$ cat src/rtl/wb_stage_pkg.sv
// wb_stage_pkg: shared definitions for the write-back stage.
//   DataBus / DecodeRegBus : data and register-address widths
//   DataInit               : reset value for data registers
//   LT_*                   : load-type codes carried on in_ltype
//   WB_*                   : write-back FSM state encodings
// Optional feature macro used by this slice: WB_BYPASS_EN (see wb_stage.sv).
package wb_stage_pkg;

    localparam int DataBus      = 32;
    localparam int DecodeRegBus = 5;

    typedef logic [DataBus-1:0]      data_t;
    typedef logic [DecodeRegBus-1:0] reg_t;

    localparam data_t DataInit = '0;

    localparam logic [2:0] LT_LW  = 3'b000;
    localparam logic [2:0] LT_LH  = 3'b001;
    localparam logic [2:0] LT_LHU = 3'b010;
    localparam logic [2:0] LT_LB  = 3'b011;
    localparam logic [2:0] LT_LBU = 3'b100;

    localparam logic [1:0] WB_IDLE  = 2'd0;
    localparam logic [1:0] WB_WAIT  = 2'd1;
    localparam logic [1:0] WB_VALID = 2'd2;

endpackage

$ cat src/rtl/wb_stage_if.sv
// wb_stage_if: MEM -> WB retiring-instruction handshake.
//   in_valid    MEM presents a retiring instruction
//   in_ready    WB can accept (transfer on in_valid && in_ready at clk edge)
//   in_wen      instruction writes a register
//   in_rw       destination register
//   in_result   ALU/link result for non-loads
//   in_load     instruction is a load (data follows on mem_rdata)
//   in_ltype    load type code (LT_*)
//   in_addr_lo  low two bits of the load address
// Modports: master = MEM stage side, slave = write-back stage side.
interface wb_stage_if;
    import wb_stage_pkg::*;

    logic       in_valid;
    logic       in_ready;
    logic       in_wen;
    reg_t       in_rw;
    data_t      in_result;
    logic       in_load;
    logic [2:0] in_ltype;
    logic [1:0] in_addr_lo;

    modport master (
        output in_valid, in_wen, in_rw, in_result, in_load, in_ltype, in_addr_lo,
        input  in_ready
    );

    modport slave (
        input  in_valid, in_wen, in_rw, in_result, in_load, in_ltype, in_addr_lo,
        output in_ready
    );

endinterface

$ cat src/rtl/wb_stage_load_ext.sv
// load_ext: combinational sub-word selection and sign/zero extension.
//   ltype    in  3   load type code (LT_*); unknown codes behave as lw
//   addr_lo  in  2   low address bits selecting the half/byte
//   rdata    in  32  raw load word
//   ext      out 32  extended result
module load_ext
    import wb_stage_pkg::*;
(
    input  logic [2:0] ltype,
    input  logic [1:0] addr_lo,
    input  data_t      rdata,
    output data_t      ext
);

    logic [15:0] half;
    logic [7:0]  byte_sel;

    always_comb begin
        half = addr_lo[1] ? rdata[31:16] : rdata[15:0];

        case (addr_lo)
            2'd0:    byte_sel = rdata[7:0];
            2'd1:    byte_sel = rdata[15:8];
            2'd2:    byte_sel = rdata[23:16];
            default: byte_sel = rdata[31:24];
        endcase

        case (ltype)
            LT_LH:   ext = {{16{half[15]}}, half};
            LT_LHU:  ext = {16'h0000, half};
            LT_LB:   ext = {{24{byte_sel[7]}}, byte_sel};
            LT_LBU:  ext = {24'h000000, byte_sel};
            default: ext = rdata;
        endcase
    end

endmodule

$ cat src/rtl/wb_stage.sv
// wb_stage: write-back stage, the single writer of the register file.
// Captures retiring instructions, waits for late load data (stalling
// upstream meanwhile), extends sub-word loads and issues one register-file
// write per retiring instruction.
//   clk, reset           clock, async active-high reset
//   up (wb_stage_if)     MEM -> WB handshake (slave side)
//   mem_rvalid/rdata     late load data
//   rf_we/rf_rw/rf_rd    register-file write port
//   stall_req            freeze upstream while a load is pending
//   fwd_valid/rw/data    forwarding port for decode
// Macro WB_BYPASS_EN: when defined, the forwarding port mirrors the pending
// register-file write; otherwise it is tied to zero.
//
// state    | meaning
// ---------+------------------------------------
// WB_IDLE  | empty
// WB_WAIT  | load accepted, data outstanding
// WB_VALID | write presented, retires next edge
module wb_stage
    import wb_stage_pkg::*;
(
    input  logic        clk,
    input  logic        reset,
    wb_stage_if.slave   up,
    input  logic        mem_rvalid,
    input  data_t       mem_rdata,
    output logic        rf_we,
    output reg_t        rf_rw,
    output data_t       rf_rd,
    output logic        stall_req,
    output logic        fwd_valid,
    output reg_t        fwd_rw,
    output data_t       fwd_data
);

    logic [1:0] state;
    logic       wen_q;
    reg_t       rw_q;
    data_t      result_q;
    logic [2:0] ltype_q;
    logic [1:0] addr_lo_q;
    data_t      ext_data;
    logic       accept;

    load_ext u_load_ext (
        .ltype   (ltype_q),
        .addr_lo (addr_lo_q),
        .rdata   (mem_rdata),
        .ext     (ext_data)
    );

    assign up.in_ready = (state != WB_WAIT);
    assign stall_req   = (state == WB_WAIT);
    assign accept      = up.in_valid && up.in_ready;

    always_ff @(posedge clk or posedge reset) begin
        if (reset) begin
            state     <= WB_IDLE;
            wen_q     <= 1'b0;
            rw_q      <= '0;
            result_q  <= DataInit;
            ltype_q   <= LT_LW;
            addr_lo_q <= 2'b00;
        end else begin
            case (state)
                WB_WAIT: begin
                    if (mem_rvalid) begin
                        result_q <= ext_data;
                        state    <= WB_VALID;
                    end
                end
                WB_IDLE, WB_VALID: begin
                    // A VALID instruction retires on this edge; a new accept
                    // on the same edge refills the stage without a bubble.
                    if (accept) begin
                        wen_q <= up.in_wen;
                        rw_q  <= up.in_rw;
                        if (up.in_load) begin
                            ltype_q   <= up.in_ltype;
                            addr_lo_q <= up.in_addr_lo;
                            state     <= WB_WAIT;
                        end else begin
                            result_q <= up.in_result;
                            state    <= WB_VALID;
                        end
                    end else begin
                        state <= WB_IDLE;
                    end
                end
                default: state <= WB_IDLE;
            endcase
        end
    end

    // Outputs are gated by state so nothing leaks out outside VALID.
    assign rf_we = (state == WB_VALID) && wen_q && (rw_q != '0);
    assign rf_rw = (state == WB_VALID) ? rw_q : '0;
    assign rf_rd = (state == WB_VALID) ? result_q : DataInit;

`ifdef WB_BYPASS_EN
    assign fwd_valid = rf_we;
    assign fwd_rw    = rf_rw;
    assign fwd_data  = rf_rd;
`else
    assign fwd_valid = 1'b0;
    assign fwd_rw    = '0;
    assign fwd_data  = DataInit;
`endif

endmodule

$ cat src/flat_wrapper.sv
// flat-port wrapper written by rule: the top's interface ports become plain ports
module wb_stage_flat import wb_stage_pkg::*;
  (clk, reset, mem_rvalid, mem_rdata, rf_we, rf_rw, rf_rd, stall_req, fwd_valid, fwd_rw, fwd_data, up_in_valid, up_in_wen, up_in_rw, up_in_result, up_in_load, up_in_ltype, up_in_addr_lo, up_in_ready);
  wb_stage_if up_i ();
  input  logic clk;
  input  logic reset;
  input  logic mem_rvalid;
  input  data_t mem_rdata;
  output logic rf_we;
  output reg_t rf_rw;
  output data_t rf_rd;
  output logic stall_req;
  output logic fwd_valid;
  output reg_t fwd_rw;
  output data_t fwd_data;
  input wire logic [$bits(up_i.in_valid)-1:0] up_in_valid;
  input wire logic [$bits(up_i.in_wen)-1:0] up_in_wen;
  input wire logic [$bits(up_i.in_rw)-1:0] up_in_rw;
  input wire logic [$bits(up_i.in_result)-1:0] up_in_result;
  input wire logic [$bits(up_i.in_load)-1:0] up_in_load;
  input wire logic [$bits(up_i.in_ltype)-1:0] up_in_ltype;
  input wire logic [$bits(up_i.in_addr_lo)-1:0] up_in_addr_lo;
  output wire logic [$bits(up_i.in_ready)-1:0] up_in_ready;
  assign up_i.in_valid = up_in_valid;
  assign up_i.in_wen = up_in_wen;
  assign up_i.in_rw = up_in_rw;
  assign up_i.in_result = up_in_result;
  assign up_i.in_load = up_in_load;
  assign up_i.in_ltype = up_in_ltype;
  assign up_i.in_addr_lo = up_in_addr_lo;
  assign up_in_ready = up_i.in_ready;
  wb_stage u_core (.clk(clk), .reset(reset), .up(up_i), .mem_rvalid(mem_rvalid), .mem_rdata(mem_rdata), .rf_we(rf_we), .rf_rw(rf_rw), .rf_rd(rf_rd), .stall_req(stall_req), .fwd_valid(fwd_valid), .fwd_rw(fwd_rw), .fwd_data(fwd_data));
endmodule
$ cat config.mk
export PLATFORM = sky130hd
export DESIGN_NAME = wb_stage_flat
export DESIGN_NICKNAME = d
export VERILOG_FILES = /design/src/rtl/wb_stage_pkg.sv /design/src/rtl/wb_stage_if.sv /design/src/rtl/wb_stage_load_ext.sv /design/src/rtl/wb_stage.sv /design/src/flat_wrapper.sv
export SDC_FILE = /design/constraint.sdc
export NUM_CORES = 1
export LEC_CHECK = 0
export CAP_MARGIN = 30
export CORE_MARGIN = 5
export CORE_UTILIZATION = 40
export DETAILED_ROUTE_END_ITERATION = 10
export GPL_TIMING_DRIVEN = 0
export PLACE_DENSITY = 0.79
export SYNTH_ARGS = -nofsm -noshare
export SYNTH_HDL_FRONTEND = slang
export SYNTH_SLANG_ARGS = --single-unit
$ cat constraint.sdc
create_clock -name clk -period 2.5 [get_ports clk]
set_clock_uncertainty 0.05 [all_clocks]
set_input_delay 0.25 -clock clk [delete_from_list [all_inputs] [get_ports clk]]
set_output_delay 0.25 -clock clk [all_outputs]
set_load 0.01 [all_outputs]
==> key figures, run 1 <==
Outcome
  • Status: finished, final reports clean

Logic synthesis
  • Main synth FF type: dfrtp_1
  • Seq/Total Area, Yosys: 0.324
  • Most frequent cell after synthesis: nand2_1
  • Async S/R FF share, synth: 1.00
  • Post-synth EDFFs: 0
  • Commonest cells in the netlist: nand2_1 (51), dfrtp_1 (45), buf_4 (38)
  • Synth Area per Inst: 8.48 um2
  • Syn Inst Count: 410
  • Number of synthesized register bits: 45
  • Syn. warnings: 0
  • Netlist cell types: 40
  • Dominant cells by area after synthesis: dfrtp_1 (32%), buf_4 (8.2%), and2_1 (6.7%)
  • Synthesized area: 3480 um2
  • Synth top area share: 0.324
  • Largest area contributor in the netlist: dfrtp_1

Route
  • Post-Route WL: 12600 um
  • # DRC: 0
  • Vias: 3707
  • Wl on met1: 4930 um
  • DR vias/cell: 5.43
  • Top Metal Used: met4
  • WL met2: 5920 um
  • Routed wire per std cell: 18.5 um
  • Routed Antenna Nets: 0
  • Met3 WL: 1460 um
  • Drt pass-1 iters: 5
  • DRT iter0 DRCs: 315

Worst setup path
  • Critical path's slowest cell: clkdlybuf4s50_1
  • Startpoint Class: flip-flop
  • Critical path buffers and inverters: 3
  • Critical-path cell list: nor2b_1 -> buf_4 -> buf_2 -> and2_1 -> clkdlybuf4s50_1
  • R2R cell count: 6
  • R2r setup slk: 0.17 ns
  • Critical Path Fanout Max: 10
  • Kind of critical path: reg -> out
  • Crit. Startpoint: u_core.state[0]
  • Worst Setup End Kind: primary output
  • Top delay family on crit path: buffers and inverters
  • Max stage delay on crit path: 0.55 ns
  • RR Startpoint: u_core.ltype_q[0]
  • Critical Path RT: 2.20 ns
  • Capturing point of the worst reg2reg path: u_core.result_q[8]
  • Worst endpoint data arrival time: 2.10 ns

Power and ir drop
  • Leakage: 2.16 nW
  • Seq pwr share: 0.343
  • Net switching power: 0.00121 W
  • Sw Ratio: 0.399
  • Combinational share of power: 0.497
  • Pwr/cell area: 599 nW/um2
  • Clk pwr share: 0.161
  • Peak supply drop: 0.000252 V
  • Pint: 0.00182 W

Timing
  • # setup viols final: 0
  • Fin. max-slew vios: 0
  • Period minus WS final: 2.40 ns
  • Max Freq: 417 MHz
  • Final Worst Setup Slack: 0.104 ns
  • RSZ-0062 raised after global routing: no
  • Fin crit share: 0.958
  • Hold Fails Final Rpt: 0
  • Slew Limit Headroom: 0.300
  • Hold slack: 0.0924 ns
  • Slew @ Worst Pin: 1.04 ns

Place
  • GP Congestion: 0.926
  • Port bufs: 119
  • Detailed Place HPWL: 9600 um
  • Worst slack, placed: -0.0370 ns

Layout
  • Nets: 654
  • ANT cells: 0
  • Storage cell area: 1130 um2
  • Layout cells sized above 1: 0.155
  • Area of the multi-input gates: 2050 um2
  • Layout area overhead: 45.6%
  • Filler instances: 754

CTS
  • Post-CTS Hold Buffers: 0
  • Reg clk slew, reported paths: 0.10 ns
  • Worst-Skew Late Latency: 0.31 ns
  • CTS tree: yes
  • Clock Tree Root: clkbuf_8
  • Inserted Clock Buffers: 5
  • Clock sink total: 45
  • Htree depth: 2
  • CTS max path bufs: 2

Floorplanning
  • Die area: 10700 um2
  • Die width: 103 um
  • Die height: 103 um
  • # rows: 34
  • Io pins: 158
  • Initial Util: 0.405
  • Core area: 8590 um2

Global route
  • Initial antenna violation count: 0
  • Pin count of the biggest net entering global routing: 40
  • Gr ovfl total: 0
  • Vias in the first global route: 3594
  • First-pass GRT wire length: 19000 um
  • GRT Total Usage: 0.234

Min path
  • Hold Crit Class: in -> async

Run
  • Max-cap viol count: 0
worst reg2reg max path: stages (launching register included):
cell and delay [ns]:
dfrtp_1 0.38, buf_2 0.20, xnor2_1 0.17, nor2_1 0.51, clkbuf_1 0.52, a21oi_1 0.13
a221oi_1 0.27
how the worst max path moves through the flow:
| stage | depth (start not counted) | slack (ns) | endpoint |
|---|---|---|---|
| after floorplan | 5 | 0.58 | u_core.result_q[17] |
| after global placement | 7 | 0.02 | u_core.result_q[25] |
| after detailed placement | 7 | -0.04 | u_core.result_q[20] |
| after CTS | 5 | 0.007 | rf_rd[15] |
| after global routing | 5 | 0.01 | rf_rd[19] |
| final | 5 | 0.10 | rf_rd[19] |
metrics by stage:
step	power (W)	TNS (ns)	utilization	cell area [um2]	std cells
4_1_cts	0.00301	0	0.589	5060	683
6_report	0.00304	0	0.589	5060	683
3_3_place_gp	0.00250	0	0.575	4940	674
3_5_place_dp	0.00253	-0.101	0.578	4960	675
5_1_grt	0.00321	0	0.589	5060	683
2_1_floorplan	0.00195	0	-	3620	447
sequential cells by signal, indices dropped and copies added, names as in the netlist:
name	flops
u_core.state	2
u_core.addr_lo_q	2
u_core.ltype_q	3
u_core.result_q	32
u_core.rw_q	5
u_core.wen_q	1
placed cells by master (no fill, tap or decap), types with 2 or more instances in the layout:
cell type          n
mux2i_1            7
nand2_1           51
buf_4             39
xnor2_1            3
o21a_1             2
a31oi_1            7
nor3_1             2
or2_2              2
a21oi_1           10
dfrtp_1           44
conb_1            38
nor2b_1           15
buf_1              2
a211o_1            7
buf_2              9
clkbuf_2           2
mux2_2            20
and2_1            37
or3_1              8
o22ai_1            8
o21ai_0           34
nor2_1             9
inv_1              3
clkdlybuf4s50_1  119
a22oi_1           17
nand2b_1           9
or3b_2             2
a221oi_1          15
a32oi_1           14
clkbuf_8           5
clkbuf_1          17
final cells by class:
| type | count | share of cell area |
|---|---|---|
| plain buffers | 70 | 0.0850 |
| clock buffers | 5 | 0.0136 |
| clock inverters | 3 | 0.00420 |
| inverters | 4 | 0.00297 |
| multi-input cells | 328 | 0.406 |
| flip-flops and latches | 45 | 0.223 |
| well taps | 108 | 0.0267 |
| repair buffers | 120 | 0.239 |
what timing repair did:
action / CTS / global route
gates resized for setup: 4 / 8
setup endpoints to repair: 23 / 16
endpoints found under the hold margin: 0 / 0
setup buffers: 0 / 0
kinds of logic after synthesis:
logic type                share of synthesized area
and+or+nand+nor                               0.211
AOI/OAI and AO/OA                             0.240
buffers and inverters                         0.126
DFF                                           0.324
muxes                                        0.0914
xor gates and xnor gates                    0.00756
other                                       0.00108
power by group through the flow:
stage,clock [W],combinational (W),sequential [W]
floorplan,0,0.000933,0.00102
finish,0.000488,0.00151,0.00104
global placement,0,0.00145,0.00104
global route,0.000513,0.00163,0.00107
detailed placement,0,0.00147,0.00105
CTS,0.000487,0.00148,0.00104
layer usage:
layer,GRT usage,up-vias
met4,0.0797,0
met5,0,-
li1,-,1728
met1,0.308,1712
met3,0.0684,33
met2,0.370,234
(Power assumes the default switching activity.)
==> run 2: changes to the inputs <==
ABC_CLOCK_PERIOD_IN_PS = 2500   (was default)
CTS_CLUSTER_SIZE = 10   (was default)
SLEW_MARGIN = 30   (was default)
==> run 2 against run 1 <==
Cell area barely moved. Register-to-register slack hardly changed. Non-clock buffer count is the same. Via count rose by 1.5%. Sequential power barely moved. Total power about the same. Routed wire length is 0.82% higher. Maximum frequency hardly changed. Hold slack improved by 0.11 ns. Final cell count unchanged. Critical path type unchanged.
==> key figures, run 2 (synthesis results as in run 1) <==
Global route
  • Initial antenna violation count: 0 (unchanged)
  • GRT Total Usage: 0.234 (about the same)
  • Gr ovfl total: 0 (unchanged)
  • Pin count of the biggest net entering global routing: 27 (-33%)
  • Vias in the first global route: 3498 (-2.7%)
  • First-pass GRT wire length: 19000 um (+0.11%)

Worst setup path
  • R2R cell count: 5 (-1)
  • Capturing point of the worst reg2reg path: u_core.result_q[0]
  • Critical path buffers and inverters: 3 (unchanged)
  • Kind of critical path: reg -> out
  • Critical Path Fanout Max: 10 (unchanged)
  • Worst endpoint data arrival time: 2.10 ns (about the same)
  • Startpoint Class: flip-flop
  • R2r setup slk: 0.16 ns (about the same)
  • Critical path's slowest cell: clkdlybuf4s50_1
  • Worst Setup End Kind: primary output
  • Top delay family on crit path: buffers and inverters
  • Critical Path RT: 2.20 ns (about the same)
  • RR Startpoint: u_core.ltype_q[0]
  • Critical-path cell list: nor2b_1 -> buf_6 -> buf_2 -> and2_1 -> clkdlybuf4s50_1
  • Max stage delay on crit path: 0.55 ns (about the same)

Route
  • DR vias/cell: 5.51 (+1.5%)
  • Routed Antenna Nets: 0 (unchanged)
  • Vias: 3764 (+1.5%)
  • # DRC: 0 (unchanged)
  • Post-Route WL: 12700 um (+0.82%)
  • DRT iter0 DRCs: 375 (+19%)
  • Routed wire per std cell: 18.6 um (+0.82%)
  • Drt pass-1 iters: 5 (unchanged)

Floorplanning
  • Io pins: 158 (unchanged)
  • Die height: 103 um (unchanged)
  • Initial Util: 0.405 (unchanged)
  • # rows: 34 (unchanged)
  • Core area: 8590 um2 (unchanged)
  • Die width: 103 um (unchanged)
  • Die area: 10700 um2 (unchanged)

Power and ir drop
  • Pwr/cell area: 599 nW/um2 (about the same)
  • Leakage: 2.16 nW (about the same)
  • Peak supply drop: 0.000241 V (-4.3%)

Layout
  • Most common cell after layout, fill and taps aside: clkdlybuf4s50_1
  • Util after Layout: 0.590 (about the same)
  • ANT cells: 0 (unchanged)
  • Leading cell types in the layout, fill and taps excluded: clkdlybuf4s50_1 (119), nand2_1 (51), dfrtp_1 (45), buf_4 (38), conb_1 (38)
  • Area of the multi-input gates: 2050 um2 (unchanged)
  • Filler instances: 768 (+1.9%)
  • Largest registers: u_core.result_q x32, u_core.rw_q x5, u_core.ltype_q x3
  • Layout cells sized above 1: 0.153 (-0.00174)
  • Max FFs per register: 32 (unchanged)
  • Reg with most FFs: u_core.result_q
  • Nets: 654 (unchanged)
  • Layout area overhead: 45.6% (about the same)
  • Storage cell area: 1130 um2 (-0.11%)
  • Final std cell area, no fill: 5070 um2 (about the same)

Outcome
  • Status: finished, final reports clean

Timing
  • Slew Limit Headroom: 0.295 (-0.00506)
  • Slew @ Worst Pin: 1.05 ns (+0.00753 ns)
  • Fin crit share: 0.959 (about the same)
  • # setup viols final: 0 (unchanged)
  • Period minus WS final: 2.40 ns (+0.00238 ns)
  • Setup TNS Final: 0 ns (unchanged)
  • Max Freq: 417 MHz (about the same)
  • Hold slack: 0.200 ns (+0.107 ns)
  • Hold Fails Final Rpt: 0 (unchanged)
  • Fin. max-slew vios: 0 (unchanged)

CTS
  • Worst-Skew Late Latency: 0.31 ns (about the same)
  • Post-cts resize count: 5 (+1)
  • Clock Tree Root: clkbuf_8
  • Htree depth: 2 (unchanged)
  • Post-CTS Hold Buffers: 0 (unchanged)
  • Reg clk slew, reported paths: 0.10 ns (about the same)
  • Number of setup buffers added after CTS: 0 (unchanged)
  • Inserted Clock Buffers: 5 (unchanged)
  • CTS tree: yes
  • Clock sink total: 45 (unchanged)
  • CTS max path bufs: 2 (unchanged)

Min path
  • Hold Crit Class: in -> async

Place
  • Detailed Place HPWL: 9650 um (+0.50%)
  • Port bufs: 119 (unchanged)
  • GP Congestion: 0.926 (unchanged)
  • Placed cell area: 4960 um2 (unchanged)

Run
  • Max-cap viol count: 0 (unchanged)
[run 2: cell types whose count changed in the layout (fill, tap and decap cells not counted), sizes merged]
cell    previous run  this run
clkbuf            24        25
buf               52        51
[run 2: worst max path at each step]
stage	startpoint	to	slack, ns	depth (start not counted)
after floorplan	u_core.addr_lo_q[0]	u_core.result_q[17]	0.58	5
after global placement	up_in_load	u_core.result_q[25]	0.02	7
after detailed placement	up_in_load	u_core.result_q[20]	-0.04	7
after CTS	u_core.state[0]	stall_req	0.03	5
after global routing	u_core.state[0]	rf_rd[19]	-0.003	5
final	u_core.state[0]	rf_rd[19]	0.10	5
[run 2: area by class of cell]
type / instances / area share
inverter: 4 / 0.00296
timing repair buffer: 120 / 0.239
sequential: 45 / 0.222
clock inverter: 3 / 0.00420
multi-input combinational: 328 / 0.406
buffer: 70 / 0.0857
clock buffer: 5 / 0.0136
tap: 108 / 0.0267
[run 2: stage by stage]
step	total power, W	cells	setup WS [ns]
after global placement	0.00250	674	0.0212
after CTS	0.00301	683	0.0311
after global routing	0.00322	683	-0.00263
final	0.00304	683	0.102
after detailed placement	0.00252	675	-0.0430
after floorplan	0.00195	447	0.581
[run 2: routing by layer]
layer  track usage  vias to the layer above  wire length, um
met5             0                        -                0
met4        0.0747                        0              270
met3        0.0590                       30             1400
met2         0.371                      253             6040
met1         0.314                     1750             5010
li1              -                     1731                -
[run 2: power by group]
part           internal [W]  switching (W)  leakage, nW
logic              0.000692       0.000823         1.59
clock network      0.000199       0.000285       0.0445
registers          0.000933       0.000104        0.533
total               0.00182        0.00121         2.16
==> run 3: changes to the inputs <==
RECOVER_POWER = 100   (was default)
==> run 3 against run 2 <==
Clock power is 1% lower. Setup slack worse by 0.019 ns. Via count is 0.27% lower. Highest routed layer unchanged. Clock-buffer cell count stayed put. Total power is 0.54% lower. Maximum frequency is 0.81% lower. Sequential power hardly changed. Non-clock buffer count stayed put. Critical path type is now reg -> reg. Largest cell class unchanged.
==> key figures, run 3 (synthesis results as in run 1) <==
Outcome
  • Status: finished, final reports clean

Timing
  • Fin. max-slew vios: 0 (unchanged)
  • Max Freq: 414 MHz (-0.81%)
  • Slew @ Worst Pin: 1.08 ns (+0.0255 ns)
  • Fin crit share: 0.967 (+0.00778)
  • # setup viols final: 0 (unchanged)
  • Slew Limit Headroom: 0.278 (-0.0172)
  • Hold Fails Final Rpt: 0 (unchanged)
  • Period minus WS final: 2.42 ns (+0.0195 ns)
  • Final Worst Setup Slack: 0.0825 ns (-0.0195 ns)

Route
  • # DRC: 0 (unchanged)
  • Drt pass-1 iters: 6 (+1)
  • Post-Route WL: 12700 um (-0.24%)
  • DR vias/cell: 5.50 (-0.27%)
  • Vias: 3754 (-0.27%)
  • Routed Antenna Nets: 0 (unchanged)
  • DRT iter0 DRCs: 363 (-3.2%)
  • Routed wire per std cell: 18.6 um (-0.24%)

Layout
  • Filler instances: 772 (+0.52%)
  • ANT cells: 0 (unchanged)
  • Layout area overhead: 45.0%
  • Leading cell types in the layout, fill and taps excluded: clkdlybuf4s50_1 (118), nand2_1 (51), dfrtp_1 (45), buf_4 (38), conb_1 (38)
  • Final Non-Filler Cells: 683 (unchanged)
  • Nets: 654 (unchanged)
  • Reg with most FFs: u_core.result_q
  • Most common cell after layout, fill and taps aside: clkdlybuf4s50_1
  • Largest registers: u_core.result_q x32, u_core.rw_q x5, u_core.ltype_q x3
  • Final std cell area, no fill: 5040 um2 (-0.47%)
  • Layout cells sized above 1: 0.150 (-0.00348)
  • Max FFs per register: 32 (unchanged)

Worst setup path
  • Startpoint Class: flip-flop
  • Worst Setup End Kind: flip-flop
  • Kind of critical path: reg -> reg
  • Worst endpoint data arrival time: 2.55 ns (+0.45 ns)
  • Critical Path RT: 2.64 ns (+0.44 ns)
  • Critical Path Fanout Max: 10 (unchanged)

Power and ir drop
  • Peak supply drop: 0.000235 V (-2.4%)
  • Leakage: 2.16 nW (-0.19%)
  • Pwr/cell area: 599 nW/um2 (about the same)
  • Pwr Total: 0.00302 W (-0.54%)

Global route
  • Vias in the first global route: 3498 (unchanged)
  • Pin count of the biggest net entering global routing: 27 (unchanged)
  • GR Layer Usage met2: 0.371 (unchanged)
  • GRT Total Usage: 0.234 (unchanged)
  • Initial antenna violation count: 0 (unchanged)
  • Met1 usage: 0.314 (unchanged)
  • Most Used Layer, Global Route: met2
  • First-pass GRT wire length: 19000 um (unchanged)
  • Gr ovfl total: 0 (unchanged)
  • Met3 usage: 0.0590 (unchanged)

CTS
  • CTS tree: yes
  • Inserted Clock Buffers: 5 (unchanged)
  • Post-CTS Hold Buffers: 0 (unchanged)
  • Worst-Skew Late Latency: 0.30 ns (about the same)
  • Reg clk slew, reported paths: 0.10 ns (about the same)
  • Clock sink total: 45 (unchanged)
  • Htree depth: 2 (unchanged)
  • CTS max path bufs: 2 (unchanged)
  • Clock Tree Root: clkbuf_8

Run
  • Max-cap viol count: 0 (unchanged)

Place
  • Port bufs: 119 (unchanged)
  • Worst slack, placed: -0.0430 ns (unchanged)
  • Placed cell area: 4960 um2 (unchanged)
  • GP Congestion: 0.926 (unchanged)
  • Detailed Place HPWL: 9650 um (unchanged)
  • Placed insts: 675 (unchanged)

Floorplanning
  • Io pins: 158 (unchanged)
  • Die height: 103 um (unchanged)
  • # rows: 34 (unchanged)
  • Die area: 10700 um2 (unchanged)
  • Die width: 103 um (unchanged)
  • Core area: 8590 um2 (unchanged)
  • Initial Util: 0.405 (unchanged)

Min path
  • Hold Crit Class: in -> async
==> run 3: changes by cell type in the layout (fill, tap and decap cells not counted), sizes merged <==
| cell | delta |
|---|---|
| buf | -2 |
| clkbuf | +2 |
| clkdlybuf4s50 | -1 |
| dlygate4sd3 | +1 |
==> run 3: final cells by class <==
| class | count | area [um2] | area share |
|---|---|---|---|
| plain buffers | 70 | 434 | 0.0861 |
| multi-input cells | 328 | 2050 | 0.406 |
| repair buffers | 120 | 1200 | 0.237 |
| clock buffers | 5 | 68.8 | 0.0136 |
| well taps | 108 | 135 | 0.0268 |
| inverters | 4 | 15.0 | 0.00298 |
| flip-flops and latches | 45 | 1130 | 0.223 |
| clock inverters | 3 | 21.3 | 0.00422 |
==> run 3: repair_timing <==
| item | CTS | global route |
|---|---|---|
| gates resized for setup | 5 | 5 |
| setup buffers | 0 | 0 |
| setup endpoints to repair | 30 | 18 |
==> run 3: critical path, cell delays in order, from the launching register on <==
cell	delay, ns
dfrtp_1	0.33
clkbuf_1	0.39
mux4_2	0.44
mux2_1	0.35
a31oi_2	0.44
buf_6	0.21
a22oi_1	0.10
==> run 3: final timing paths <==
path / start / endpoint / slack [ns] / depth (start not counted)
worst max-delay path: u_core.addr_lo_q[1] / u_core.result_q[20] / 0.08 / 6
worst min-delay path: reset / u_core.result_q[30] / 0.44 / 2
worst max register to register: u_core.addr_lo_q[1] / u_core.result_q[20] / 0.08 / 6
worst min register to register: u_core.wen_q / u_core.wen_q / 0.47 / 1
max in group asynchronous: reset / u_core.result_q[6] / 0.78 / 3
min in group clk: u_core.wen_q / u_core.wen_q / 0.47 / 1
==> run 3: where the power goes <==
group	total (W)	switching (W)	internal, W
logic	0.00151	0.000819	0.000686
registers	0.00104	0.000104	0.000933
clock network	0.000477	0.000278	0.000199
total	0.00302	0.00120	0.00182
==> run 3: through the flow <==
step | utilization | TNS, ns | hold WS [ns]
final | 0.587 | 0 | 0.443
after global routing | 0.587 | -0.00263 | 0.492
after CTS | 0.589 | 0 | 0.225
after detailed placement | 0.578 | -0.221 | 0.450
after global placement | 0.575 | 0 | 0.440
after floorplan | - | 0 | 0.312
==> run 3: layer usage <==
| metal | routed length, um | vias up | part of all wire |
|---|---|---|---|
| li1 | - | 1736 | - |
| met3 | 1370 | 28 | 0.11 |
| met4 | 272 | 0 | 0.021 |
| met5 | 0 | - | 0 |
| met1 | 5020 | 1747 | 0.40 |
| met2 | 6020 | 243 | 0.47 |
